<file path="src/rtl/dmem_arbiter.sv">
// Data-memory port arbiter: core has priority, host gets bounded bursts with starvation protection.
// Optional stall_cnt output is built when ARB_PERF_CNT_EN is defined.
module dmem_arbiter #(
    parameter int ADDR_W     = 32,
    parameter int DATA_W     = 32,
    parameter int MAX_BURST  = 8,
    parameter int STARVE_LIM = 16
) (
    input  logic              clk,
    input  logic              rst,
    input  logic              core_req,
    input  logic              core_we,
    input  logic [ADDR_W-1:0] core_addr,
    input  logic [DATA_W-1:0] core_wdata,
    output logic [DATA_W-1:0] core_rdata,
    output logic              core_stall,
    input  logic              host_req,
    input  logic              host_we,
    input  logic [ADDR_W-1:0] host_addr,
    input  logic [DATA_W-1:0] host_wdata,
    input  logic              host_last,
    output logic              host_gnt,
    output logic [DATA_W-1:0] host_rdata,
    output logic              host_rvalid,
    output logic              mem_we,
    output logic [ADDR_W-1:0] mem_addr,
    output logic [DATA_W-1:0] mem_wdata,
    input  logic [DATA_W-1:0] mem_rdata
`ifdef ARB_PERF_CNT_EN
    ,
    output logic [31:0]       stall_cnt
`endif
);

    localparam int BEAT_W   = (MAX_BURST  > 1) ? $clog2(MAX_BURST)  : 1;
    localparam int STARVE_W = (STARVE_LIM > 1) ? $clog2(STARVE_LIM) : 1;
    localparam logic [BEAT_W-1:0]   BEAT_MAX   = BEAT_W'(MAX_BURST - 1);
    localparam logic [STARVE_W-1:0] STARVE_MAX = STARVE_W'(STARVE_LIM - 1);

    typedef enum logic {OWN_CORE, OWN_HOST} state_t;

    state_t              state, state_next;
    logic [BEAT_W-1:0]   beat_cnt;
    logic [STARVE_W-1:0] starve_cnt;
    logic                beat;

    assign host_gnt   = (state == OWN_HOST);
    assign core_rdata = mem_rdata;

    always_comb begin
        state_next = state;
        beat       = 1'b0;
        mem_we     = 1'b0;
        mem_addr   = core_addr;
        mem_wdata  = core_wdata;
        core_stall = 1'b0;
        unique case (state)
            OWN_CORE: begin
                mem_we = core_req & core_we;
                if (host_req && (!core_req || starve_cnt == STARVE_MAX))
                    state_next = OWN_HOST;
            end
            OWN_HOST: begin
                beat       = host_req;
                mem_we     = host_req & host_we;
                mem_addr   = host_addr;
                mem_wdata  = host_wdata;
                core_stall = core_req;
                if (!host_req || host_last || beat_cnt == BEAT_MAX)
                    state_next = OWN_CORE;
            end
        endcase
        // A reset cycle must never write memory or report a stall.
        if (!rst) begin
            mem_we     = 1'b0;
            core_stall = 1'b0;
        end
    end

    always_ff @(posedge clk) begin
        if (!rst) begin
            state       <= OWN_CORE;
            beat_cnt    <= '0;
            starve_cnt  <= '0;
            host_rvalid <= 1'b0;
            host_rdata  <= '0;
        end else begin
            state       <= state_next;
            host_rvalid <= beat & ~host_we;
            if (beat && !host_we)
                host_rdata <= mem_rdata;

            if (state == OWN_HOST && state_next == OWN_CORE)
                beat_cnt <= '0;
            else if (beat)
                beat_cnt <= beat_cnt + 1'b1;

            if (state == OWN_CORE && state_next == OWN_CORE && host_req && core_req)
                starve_cnt <= starve_cnt + 1'b1;
            else
                starve_cnt <= '0;
        end
    end

`ifdef ARB_PERF_CNT_EN
    always_ff @(posedge clk) begin
        if (!rst)
            stall_cnt <= '0;
        else if (core_stall && stall_cnt != 32'hFFFF_FFFF)
            stall_cnt <= stall_cnt + 32'd1;
    end
`endif

endmodule

</file>
<file path="config.mk">
export PLATFORM = sky130hd
export DESIGN_NAME = dmem_arbiter
export DESIGN_NICKNAME = d
export VERILOG_FILES = /design/src/rtl/dmem_arbiter.sv
export SDC_FILE = /design/constraint.sdc
export NUM_CORES = 1
export LEC_CHECK = 0
export BUFFER_PORTS_ARGS = -buffer_cell sky130_fd_sc_hd__buf_2
export CAP_MARGIN = 5
export CORE_AREA = 2 2 116 118
export DETAILED_ROUTE_END_ITERATION = 8
export DIE_AREA = 0 0 118 120
export RECOVER_POWER = 25
export SLEW_MARGIN = 20
export SYNTH_ARGS = -nofsm -noshare
export SYNTH_HDL_FRONTEND = slang
export SYNTH_SLANG_ARGS = --single-unit
</file>
<file path="constraint.sdc">
create_clock -name clk -period 1.6 [get_ports clk]
set_input_delay 0 -clock clk [delete_from_list [all_inputs] [get_ports clk]]
set_output_delay 0 -clock clk [all_outputs]
set_load 0.02 [all_outputs]
</file>
==> impl_metrics.py, run 1 <==
metrics = {
    "power_and_ir_drop": {
        "p_clk_frac": 0.398,
        "leakagePower_nw": 2.09,
        "power_frac_seq": 0.312,
        "power-per-cell-area_mw_per_mm2": 728,
        "internal_power_w": 0.00239,
        "comb_power_share": 0.290,
        "power_switching_w": 0.000952,
        "irDropWorstVdd_mv": 0.556,
        "switching_share": 0.285,
        "power_w": 0.00335,
    },
    "worst_setup_path": {
        "cp_data_arrival_time_ps": 1520,
        "reg2reg_depth": 5,
        "path_delay_family": "buffers and inverters",
        "worstSetupPathDepth": 3,
        "criticalPathCategory": "reg2out",
        "critical-path-slowest-cell": "mux2_2",
        "cp_cell_sequence": "buf_12 > mux2_2 > buf_2",
        "cp-start-kind": "register",
        "cp-end-kind": "output pin",
        "critPathBufInv": 2,
        "crit_path_max_incr_delay_ps": 400,
        "crit_fanout": 53,
        "worstPathRequired_ps": 1600,
    },
    "yosys": {
        "ys_warn_count": 0,
        "synth_seq_area_share": 0.300,
        "yosysTopAreaCellShare": 0.300,
        "syn_avg_cell_area_sq_um": 9.51,
        "ys_ff_latch": 41,
        "synth_area_leaders": "dfxtp_1 30%, mux2_2 26%, a21boi_2 10%",
        "synthCells": 288,
        "synth_cell_types": 28,
        "synthesis.nets": 458,
        "syn-cell-area_sq_mm": 0.00274,
        "synth_largest_area_cell": "dfxtp_1",
    },
    "sta": {
        "relSlewSlack": 0.766,
        "slew_viol_final": 0,
        "worst_slew_pin_slew_ps": 350,
        "finalSetupTns_ps": 0,
        "setup_viol": 0,
        "finalCritPeriodShare": 0.950,
        "timing.fmax_ghz": 0.658,
        "hold_viol": 0,
        "fin_skew_ps": 7.03,
        "fin_crit_ps": 1520,
        "rsz0062_at_grt": "false",
        "worst_slack_ps": 80.7,
    },
    "floorplanning": {
        "num_rows": 42,
        "start_util": 0.211,
        "io_pins": 299,
        "die-area_sq_mm": 0.0142,
        "core_sq_mm": 0.0130,
        "die_x_microns": 118,
        "die_h_microns": 120,
    },
    "outcome": {
        "outcome": "completed",
    },
    "clocking": {
        "cts_setup_buffers": 0,
        "clock-sinks": 41,
        "cts-root-buf": "clkbuf_16",
        "clkTransAtPathRegs_ps": 70,
        "cts_tree": "yes",
        "clockBufferDepth": 2,
        "clock_latency_ps": 280,
        "cts_max_level": 2,
        "numCtsBuffers": 5,
    },
    "route": {
        "drtPass1Iterations": 4,
        "ant_nets": 0,
        "drt-wirelength-per-cell_microns": 14.7,
        "drt_iter0_markers": 120,
        "viasPerCell": 4.00,
        "drt_wl_total_mm": 11.1,
        "drc": 0,
        "vias": 3022,
    },
    "final_layout": {
        "fin_util": 0.354,
        "layout_common_cells": "255 x buf_2, 64 x mux2_2, 57 x nand2_1, 43 x clkbuf_1, 40 x dfxtp_1",
        "layout_commonest_cell": "buf_2",
        "drive_above_1_share": 0.637,
        "fillers": 1393,
        "diodes": 0,
        "area_growth_pct": 67.8,
        "nets": 748,
        "fin_area_sq_mm": 0.00460,
    },
    "min_path": {
        "hold_depth": 3,
        "hp-class": "in2reg",
    },
    "placed_design": {
        "place.detailed.hpwl_mm": 8.87,
        "port_buffers": 298,
        "routabilityCongestion": 0.816,
        "dp_slack_ps": 357,
        "placed_area_sq_mm": 0.00414,
    },
    "global_route": {
        "grt_antenna_before_repair": 1,
        "grt_pass1_wl_mm": 15.9,
        "grt_max_degree": 54,
        "grt_use_total": 0.144,
        "grt_pass1_vias": 2912,
        "gr-total-overflow": 0,
    },
    "flow_run": {
        "cap_violations": 0,
    },
}
[cells by family (layout without fill, tap and decap cells)]
group                    Yosys count  after routing  synth area share
flip-flops                        41             41             0.300
multiplexers                      64             64             0.263
AND/OR/NAND/NOR                   85             85             0.138
AO/OA/AOI/OAI                     38             38             0.134
adder cells (fa/ha/maj)            3              3            0.0137
XOR/XNOR                           3              3           0.00960
buffers and inverters             54            345             0.141
[power groups by stage]
stage	Sequential (W)	Combinational, W	Clock, W
floorplan	0.00108	0.000533	0
global placement	0.00107	0.000924	0
detailed placement	0.00107	0.000923	0
CTS	0.00104	0.000986	0.00138
global route	0.00105	0.00103	0.00142
finish	0.00104	0.000970	0.00133
[metal layers]
layer  share of wire  GRT usage  wire length [microns]  vias to the layer above
met5          0.0012          0                     13                        -
met4           0.023     0.0437                    255                        2
met3           0.077     0.0409                    847                       17
met2            0.52      0.276                   5740                      164
met1            0.38      0.152                   4210                     1319
li1                -          -                      -                     1520
[cells in the mapped netlist]
master,instances
xor2_1,2
nand2_1,57
nor3b_1,1
nand4_1,1
inv_1,2
xnor2_1,1
buf_4,36
a32oi_1,1
dfxtp_1,41
mux2_2,64
o21ai_0,2
nor2_1,5
a21oi_1,3
and2_1,1
buf_2,8
ha_1,3
clkbuf_1,4
a21boi_0,3
and3b_1,1
buf_6,3
nand2_2,10
buf_12,1
nand3b_2,1
and3_1,1
a21boi_2,25
nand3_1,5
a21boi_1,4
nor2b_1,2
[layout make-up]
cell class	count	area, sq um	share of cell area
timing repair buffer	335	1820	0.396
sequential	41	822	0.179
multi-input combinational	193	1530	0.333
tap	176	220	0.0479
inverter	2	7.51	0.00163
clock buffer	5	125	0.0272
clock inverter	3	68.8	0.0150
[worst reg2reg max path, delay by kind of cell (launching register included)]
kind | cells | cell delay (ps)
simple gates | 1 | 130
fa+ha+maj | 2 | 370
compound gates | 2 | 360
flops | 1 | 320
[through the flow]
step,hold slack [ps],instances
2_1_floorplan,113,288
3_3_place_gp,232,715
3_5_place_dp,232,715
4_1_cts,72.6,755
5_1_grt,89.5,755
6_report,69.4,755
[registers in the layout, summed over array words and instances (netlist names)]
name	flops
host_gnt	1
starve_cnt	4
host_rvalid	1
beat_cnt	3
host_rdata	32
[final timing paths]
kind / startpoint / endpoint / slack [ps]
worst max register to register: beat_cnt[0] / host_gnt / 350
worst min register to register: host_rdata[13] / host_rdata[13] / 450
worst max-delay path: host_gnt / mem_addr[29] / 80
worst min-delay path: host_req / host_gnt / 70
[what timing repair did]
item / 4_1_cts / 5_1_grt
hold endpoints to repair: 32 / 0
gates resized for setup: 0 / 0
hold buffers: 32 / 0
(Power assumes the default switching activity.)
==> inputs of run 2 (changes only) <==
--- a/config.mk
+++ b/config.mk
@@ -10,6 +10,7 @@
 export CORE_AREA = 2 2 116 118
 export DETAILED_ROUTE_END_ITERATION = 8
 export DIE_AREA = 0 0 118 120
+export GPL_TIMING_DRIVEN = 0
 export RECOVER_POWER = 25
 export SLEW_MARGIN = 20
 export SYNTH_ARGS = -nofsm -noshare
==> impl_metrics.py, run 2 (synthesis results as in run 1) <==
metrics = {
    "clocking": {
        "cts_max_level": 2,
        "clkTransAtPathRegs_ps": 60,
        "cts-root-buf": "clkbuf_16",
        "clockBufferDepth": 2,
        "clock_latency_ps": 280,
        "numCtsBuffers": 5,
        "cts_tree": "yes",
        "clock-sinks": 41,
    },
    "worst_setup_path": {
        "crit_fanout": 10,
        "worstPathRequired_ps": 1600,
        "crit_start": "host_gnt",
        "criticalPathCategory": "reg2out",
        "critPathBufInv": 3,
        "cp_data_arrival_time_ps": 1520,
        "crit_path_max_incr_delay_ps": 370,
        "critical-path-slowest-cell": "mux2_2",
        "cp-start-kind": "register",
        "r2r-start": "host_gnt",
        "path_delay_family": "buffers and inverters",
        "cp-end-kind": "output pin",
        "cp_cell_sequence": "buf_6 > buf_4 > mux2_2 > buf_2",
    },
    "final_layout": {
        "layout_commonest_cell": "buf_2",
        "fin_area_sq_mm": 0.00488,
        "largest_reg_flops": 32,
        "drive_above_1_share": 0.659,
        "nets": 794,
        "fillers": 1381,
        "multi_input_area_sq_mm": 0.00153,
        "stdcell_count": 801,
        "register_area_sq_um": 822,
        "regMostFlops": "host_rdata",
        "area_growth_pct": 78.3,
        "layout_common_cells": "255 x buf_2, 64 x mux2_2, 57 x nand2_1, 47 x clkbuf_1, 41 x buf_4",
        "diodes": 0,
        "reg.largest.list": "host_rdata: 32 flops, starve_cnt: 4 flops, beat_cnt: 3 flops",
    },
    "global_route": {
        "grt_use_total": 0.153,
        "grt_pass1_wl_mm": 17.0,
        "grt_antenna_before_repair": 0,
        "grt_pass1_vias": 3198,
        "gr-total-overflow": 0,
        "grt_max_degree": 14,
    },
    "sta": {
        "hold_ws_ps": 14.4,
        "finalCritPeriodShare": 0.948,
        "relSlewSlack": 0.661,
        "setup_viol": 0,
        "fin_skew_ps": 3.76,
        "worst_slew_pin_slew_ps": 508,
        "finalSetupTns_ps": 0,
        "fin_crit_ps": 1520,
        "timing.fmax_ghz": 0.659,
        "rsz0062_at_grt": "false",
        "slew_viol_final": 0,
        "hold_viol": 0,
    },
    "power_and_ir_drop": {
        "power-per-cell-area_mw_per_mm2": 630,
        "irDropWorstVdd_mv": 0.462,
        "power_w": 0.00308,
        "leakagePower_nw": 2.27,
    },
    "route": {
        "ant_nets": 0,
        "drtPass1Iterations": 4,
        "drt_wl_total_mm": 11.5,
        "vias": 3213,
        "drc": 0,
        "drt_iter0_markers": 146,
        "drt-wirelength-per-cell_microns": 14.3,
        "viasPerCell": 4.01,
    },
    "min_path": {
        "hp-class": "in2reg",
        "worstHoldStart": "host_req",
    },
    "floorplanning": {
        "die_h_microns": 120,
        "die-area_sq_mm": 0.0142,
        "die_x_microns": 118,
        "start_util": 0.211,
        "io_pins": 299,
        "core_sq_mm": 0.0130,
        "num_rows": 42,
    },
    "placed_design": {
        "place.detailed.hpwl_mm": 9.60,
        "placed_area_sq_mm": 0.00444,
        "routabilityCongestion": 0.871,
        "port_buffers": 296,
        "numPlacedInstances": 760,
    },
    "outcome": {
        "outcome": "completed",
    },
    "flow_run": {
        "cap_violations": 0,
    },
}
[run 2: timing repair]
item	CTS	global route
hold endpoints to repair	32	0
endpoints found under the setup margin	64	49
resized for setup	7	3
hold buffers	32	0
buffers inserted	1	0
cloned	0	0
[run 2: layout make-up]
cell class,instances,area share
repair buffers,329,0.359
multi-input cells,193,0.314
plain buffers,52,0.0822
flip-flops and latches,41,0.168
clock buffers,5,0.0256
well taps,176,0.0451
clock inverters,3,0.00359
inverters,2,0.00154
[run 2: tightest hold or removal path: cells and delay by family]
family          cells  cell delay [ps]
compound gates      1               40
buf+inv             1              150
simple gates        1               70
[run 2: stage by stage]
step	setup WS [ps]	util
floorplan	364	-
global placement	185	0.342
detailed placement	205	0.342
CTS	18.1	0.380
global route	21.8	0.376
finish	83.6	0.376
[run 2: path summary, 6_finish.rpt]
path | to | slack, ps | cells past startpoint
worst max-delay path | mem_addr[11] | 80 | 4
worst min-delay path | host_gnt | 10 | 3
worst max register to register | host_rdata[15] | 290 | 6
worst min register to register | starve_cnt[0] | 450 | 1
[run 2: per-layer routing]
| metal | share of wire | track usage | vias to the layer above |
|---|---|---|---|
| li1 | - | - | 1606 |
| met5 | 0 | 0 | - |
| met3 | 0.066 | 0.0356 | 17 |
| met4 | 0.032 | 0.0572 | 0 |
| met1 | 0.40 | 0.170 | 1428 |
| met2 | 0.51 | 0.284 | 162 |
[run 2: report_power, final]
group	switching [W]	internal, W	leakage [nW]	total, W
sequential	0.00000859	0.00104	0.332	0.00104
combinational	0.000534	0.000519	1.87	0.00105
clock	0.000406	0.000572	0.0696	0.000978
total	0.000949	0.00213	2.27	0.00308
